===== config.mk =====
export PLATFORM = sky130hd
export DESIGN_NAME = aes128_inv_shift_rows_seq
export DESIGN_NICKNAME = d
export VERILOG_FILES = /design/src/rtl/aes128_inv_shift_rows_seq.sv
export SDC_FILE = /design/constraint.sdc
export NUM_CORES = 1
export LEC_CHECK = 0
export CAP_MARGIN = 0
export CORE_UTILIZATION = 45
export DETAILED_ROUTE_END_ITERATION = 10
export PLACE_DENSITY_LB_ADDON = 0.05
export SYNTH_ARGS = -nofsm -noshare
export SYNTH_HDL_FRONTEND = slang
export SYNTH_SLANG_ARGS = --single-unit

===== constraint.sdc =====
create_clock -name clk_i -period 2.41 [get_ports clk_i]
set_input_delay 0.482 -clock clk_i [delete_from_list [all_inputs] [get_ports clk_i]]
set_output_delay 0.482 -clock clk_i [all_outputs]
set_load 0.01 [all_outputs]

===== src/rtl/aes128_inv_shift_rows_seq.sv =====
// Byte-serial (Inv)ShiftRows buffer: fills 16 bytes, then drains them in permuted order.
// Define AES128_ISR_FWD_EN to add mode_i, which selects the forward ShiftRows permutation.
module aes128_inv_shift_rows_seq #(
   parameter int TAG_W = 4
) (
   input  logic             clk_i,
   input  logic             rst_i,
   input  logic             in_valid_i,
   output logic             in_ready_o,
   input  logic [7:0]       in_data_i,
   input  logic [TAG_W-1:0] in_tag_i,
`ifdef AES128_ISR_FWD_EN
   input  logic             mode_i,
`endif
   output logic             out_valid_o,
   input  logic             out_ready_i,
   output logic [7:0]       out_data_o,
   output logic [TAG_W-1:0] out_tag_o,
   output logic             out_last_o,
   input  logic             clear_i,
   output logic             busy_o
);

   localparam logic [0:0] FILL  = 1'b0;
   localparam logic [0:0] DRAIN = 1'b1;

   logic [0:0]       state;
   logic [3:0]       cnt;
   logic [7:0]       buf_mem [16];
   logic [TAG_W-1:0] tag_q;
   logic             fwd;
   logic             accept;
   logic             xfer;
   logic [1:0]       col;
   logic [1:0]       row;
   logic [1:0]       src_col;

   assign accept = (state == FILL) && in_valid_i;
   assign xfer   = (state == DRAIN) && out_ready_i;

   // clear_i wins over any handshake in the same cycle; the offered byte is dropped
   always_ff @(posedge clk_i or posedge rst_i) begin
      if (rst_i) begin
         state <= FILL;
         cnt   <= 4'd0;
         tag_q <= '0;
      end else if (clear_i) begin
         state <= FILL;
         cnt   <= 4'd0;
      end else if (accept) begin
         if (cnt == 4'd0) tag_q <= in_tag_i;
         cnt <= cnt + 4'd1;
         if (cnt == 4'd15) state <= DRAIN;
      end else if (xfer) begin
         cnt <= cnt + 4'd1;
         if (cnt == 4'd15) state <= FILL;
      end
   end

`ifdef AES128_ISR_FWD_EN
   always_ff @(posedge clk_i or posedge rst_i) begin
      if (rst_i) begin
         fwd <= 1'b0;
      end else if (!clear_i && accept && (cnt == 4'd0)) begin
         fwd <= mode_i;
      end
   end
`else
   assign fwd = 1'b0;
`endif

   always_ff @(posedge clk_i) begin
      if (accept && !clear_i) buf_mem[cnt] <= in_data_i;
   end

   // Output index j = col*4 + row reads column (col -/+ row) mod 4 of the same row
   assign col     = cnt[3:2];
   assign row     = cnt[1:0];
   assign src_col = fwd ? (col + row) : (col - row);

   assign in_ready_o  = (state == FILL);
   assign out_valid_o = (state == DRAIN);
   assign out_data_o  = (state == DRAIN) ? buf_mem[{src_col, row}] : 8'h00;
   assign out_tag_o   = tag_q;
   assign out_last_o  = (state == DRAIN) && (cnt == 4'd15);
   assign busy_o      = !((state == FILL) && (cnt == 4'd0));

endmodule


==> out/qor.csv <==
stage,metric,value,unit
placement,RePlAce Congestion,0.813,
critical_path,reg2reg setup slack,0.40,ns
logic_synthesis,Synth warnings,0,
run,# Max-Cap Violations,0,
critical_path,Worst path slowest cell,dfrtp_4,
critical_path,slowest cell delay on critical path,0.50,ns
clock_network,clock-pin slew on the worst setup and hold paths,0.06,ns
detailed_routing,Via density,5.23,
status,failing checks,setup timing,
timing,endpoints failing setup,8,
grt,first-pass GRT wire length,20.0,mm
timing,final critical-path required period,2.62,ns
logic_synthesis,post-synthesis cell type count,32,
timing,Final Cycle Share,1.09,
power,Tot Pwr,5.92,mW
power,Leak Pwr,2.61,nW
timing,Worst slew margin,0.505,
critical_path,worst path arrival time,2.14,ns
clock_network,H-tree level count,4,
die,row cnt,40,
critical_path,Critical R2R Launch,cnt[0],
die,Initial Util,0.464,
critical_path,Reg2Reg Depth,8,
cells_and_area,Ant. Diodes,0,
critical_path,critical path startpoint category,flop,
logic_synthesis,Synth Register Bits,137,
die,Total Die Area,12900,um^2
clock_network,root buf cell,clkbuf_16,
critical_path,crit-path cells,"buf_12, buf_6, mux4_2, mux2i_2, o22ai_2, buf_2",
detailed_routing,DRC,0,
clock_network,CTS tree,done,
critical_path,crit path capture type,output pin,
logic_synthesis,Synth area leaders,"edfxtp_1 68%, mux2i_1 11%, a22oi_1 4.0%",
logic_synthesis,Synth top area share,0.684,
logic_synthesis,Post-Syn Instances,337,
power,Max IR drop VDD,676,uV
cells_and_area,area grow syn2layout,31.4,%
timing,Max Slew Vio Count,0,
worst_hold_path,worst hold path type,input port to async pin,
die,Core Box Area,12100,um^2
critical_path,WP buf/inv,3,
timing,Fin. Hold Viols,0,
clock_network,clk_lat worst skew,0.42,ns
logic_synthesis,post-synth top area cell,edfxtp_1,
critical_path,WP data required,1.93,ns
logic_synthesis,"Avg Cell Area, Syn",16.7,um^2
timing,worst-margin pin slew,0.741,ns
cells_and_area,fin nets,453,
cells_and_area,Filler cells,959,
grt,Total GRT Usage,0.223,
timing,Max Freq,381,MHz
placement,post-DP HPWL,8.31,mm
critical_path,"CP delay by family, top",multiplexers,
clock_network,hold buffers post-CTS,0,
critical_path,Crit Path Max Fanout,9,
critical_path,WS Path Type,flop to output pin,
placement,port bufs,32,
timing,unrepaired setup endpoints after global routing,true,
timing,worst clock skew,0.00568,ns
timing,setup TNS,-1.52,ns
cells_and_area,share of layout cells above drive strength 1,0.338,
die,Die X-Extent,114,um
grt,total grt overflow,0,
clock_network,clk buf depth,2,
power,power per cell area,801,nW/um^2
timing,setup ws final,-0.213,ns
die,total I/O pin count,33,
cells_and_area,final core utilization,0.610,
logic_synthesis,sequential fraction of the synthesis area,0.724,
critical_path,capturing point of the worst reg2reg path,buf_mem[4][7],
detailed_routing,DR vias,3199,
detailed_routing,routed len/inst,21.5,um
detailed_routing,Routed WL,13.2,mm
placement,dpl ws,-0.424,ns
grt,largest net degree at the start of global routing,17,
clock_network,clock sinks,137,
detailed_routing,initial DRC count,217,
detailed_routing,Post-DRT Antenna Nets,0,
die,chip height,114,um
grt,initial antenna violation count,0,
status,outcome,finished with violations,
clock_network,Num CTS Buffers,17,
logic_synthesis,mapped cell area,5620,um^2
logic_synthesis,post-synth net total,359,
grt,vias in the first global route,3328,
detailed_routing,Initial DRT Pass Iterations,4,
final cells by class:
type	count	area, um^2	area share
clock buffer	17	425	0.0576
multi-input combinational	177	1590	0.215
inverter	7	26.3	0.00356
tap	168	210	0.0285
clock inverter	15	158	0.0214
timing repair buffer	91	902	0.122
sequential	137	4070	0.552
synthesized netlist by cell type:
cell type	instances
mux2_2	5
buf_4	2
buf_8	2
nand3_1	2
mux2i_1	61
buf_12	2
nor3_1	3
xor2_1	1
and2b_1	1
inv_1	7
nand3_2	1
nand2_1	23
clkbuf_2	1
o21ai_0	1
nand2b_1	1
buf_2	3
a22oi_1	30
and2_1	1
or2_1	1
nand4_1	2
o22ai_1	8
edfxtp_1	128
mux4_1	1
dfrtp_1	9
nor2_1	20
mux4_2	1
xnor2_1	4
ha_1	5
a21oi_1	2
nor2b_1	3
clkbuf_1	2
buf_6	4
worst reg2reg max path, stage by stage (launching register included):
cell     delay [ns]
dfrtp_4        0.50
buf_12         0.17
buf_6          0.14
inv_1          0.08
ha_2           0.20
buf_4          0.10
nand2_1        0.08
nor2_1         0.22
buf_4          0.22
layer usage:
layer / share of wire / track usage / wire length [um]
met1: 0.47 / 0.310 / 6170
met2: 0.48 / 0.343 / 6290
met3: 0.029 / 0.0489 / 383
met4: 0.024 / 0.0921 / 315
met5: 0 / 0 / 0
where the power goes:
part | internal, mW | leakage [nW] | switching (mW)
sequential | 2.64 | 1.27 | 0.0171
clock | 1.61 | 0.283 | 0.959
combinational | 0.352 | 1.06 | 0.342
total | 4.60 | 2.61 | 1.32
per-stage QoR:
stage          cell area [um^2]  hold WS, ns  std cells
2_1_floorplan              5620        0.310        337
3_3_place_gp               6410        0.490        570
3_5_place_dp               6410        0.493        570
4_1_cts                    7230        0.335        605
5_1_grt                    7380        0.378        612
6_report                   7380        0.339        612
placed cells by master, fill, tap and decap left out, types with 2 or more instances in the layout:
master	n
a21oi_1	2
a22oi_1	5
a22oi_2	25
buf_12	6
buf_16	2
buf_2	8
buf_4	41
buf_6	7
bufinv_16	3
clkbuf_16	19
clkdlybuf4s50_1	22
clkinv_1	4
clkinv_2	4
clkinvlp_4	2
dfrtp_1	8
edfxtp_1	128
ha_1	2
ha_2	2
inv_1	7
mux2_2	5
mux2i_1	57
mux2i_2	4
mux4_2	2
nand2_1	22
nand3_1	2
nand4_1	2
nor2_1	20
nor3_1	3
o22ai_2	8
xnor2_1	4
how the worst max path moves through the flow:
stage	startpoint	to	depth (start not counted)	slack, ns
floorplan	cnt[2]	out_data_o[1]	9	0.02
global placement	cnt[0]	out_data_o[3]	8	-0.39
detailed placement	cnt[0]	out_data_o[3]	8	-0.42
CTS	cnt[0]	out_data_o[3]	8	-0.22
global route	cnt[0]	out_data_o[5]	7	-0.27
finish	cnt[0]	out_data_o[6]	6	-0.21
logic make-up after synthesis:
logic type	after synthesis	share of synthesized area
flip-flops	137	0.724
AND/OR/NAND/NOR	58	0.0452
AO/OA/AOI/OAI	41	0.0517
buffers and inverters	23	0.0327
adder cells (fa/ha/maj)	5	0.0111
XOR/XNOR	5	0.00779
multiplexers	68	0.127
repair_timing:
item | CTS | global route
pin swaps | 23 | 18
gates resized for setup | 83 | 21
buffers inserted | 5 | 7
endpoints found under the setup margin | 10 | 10
gates cloned | 3 | 1
sequential cells by signal (all words and copies together) (netlist names):
| name | cells |
|---|---|
| buf_mem | 128 |
| cnt | 4 |
| out_tag_o | 4 |
| out_valid_o | 1 |
Power figures use the tool's default switching activity.
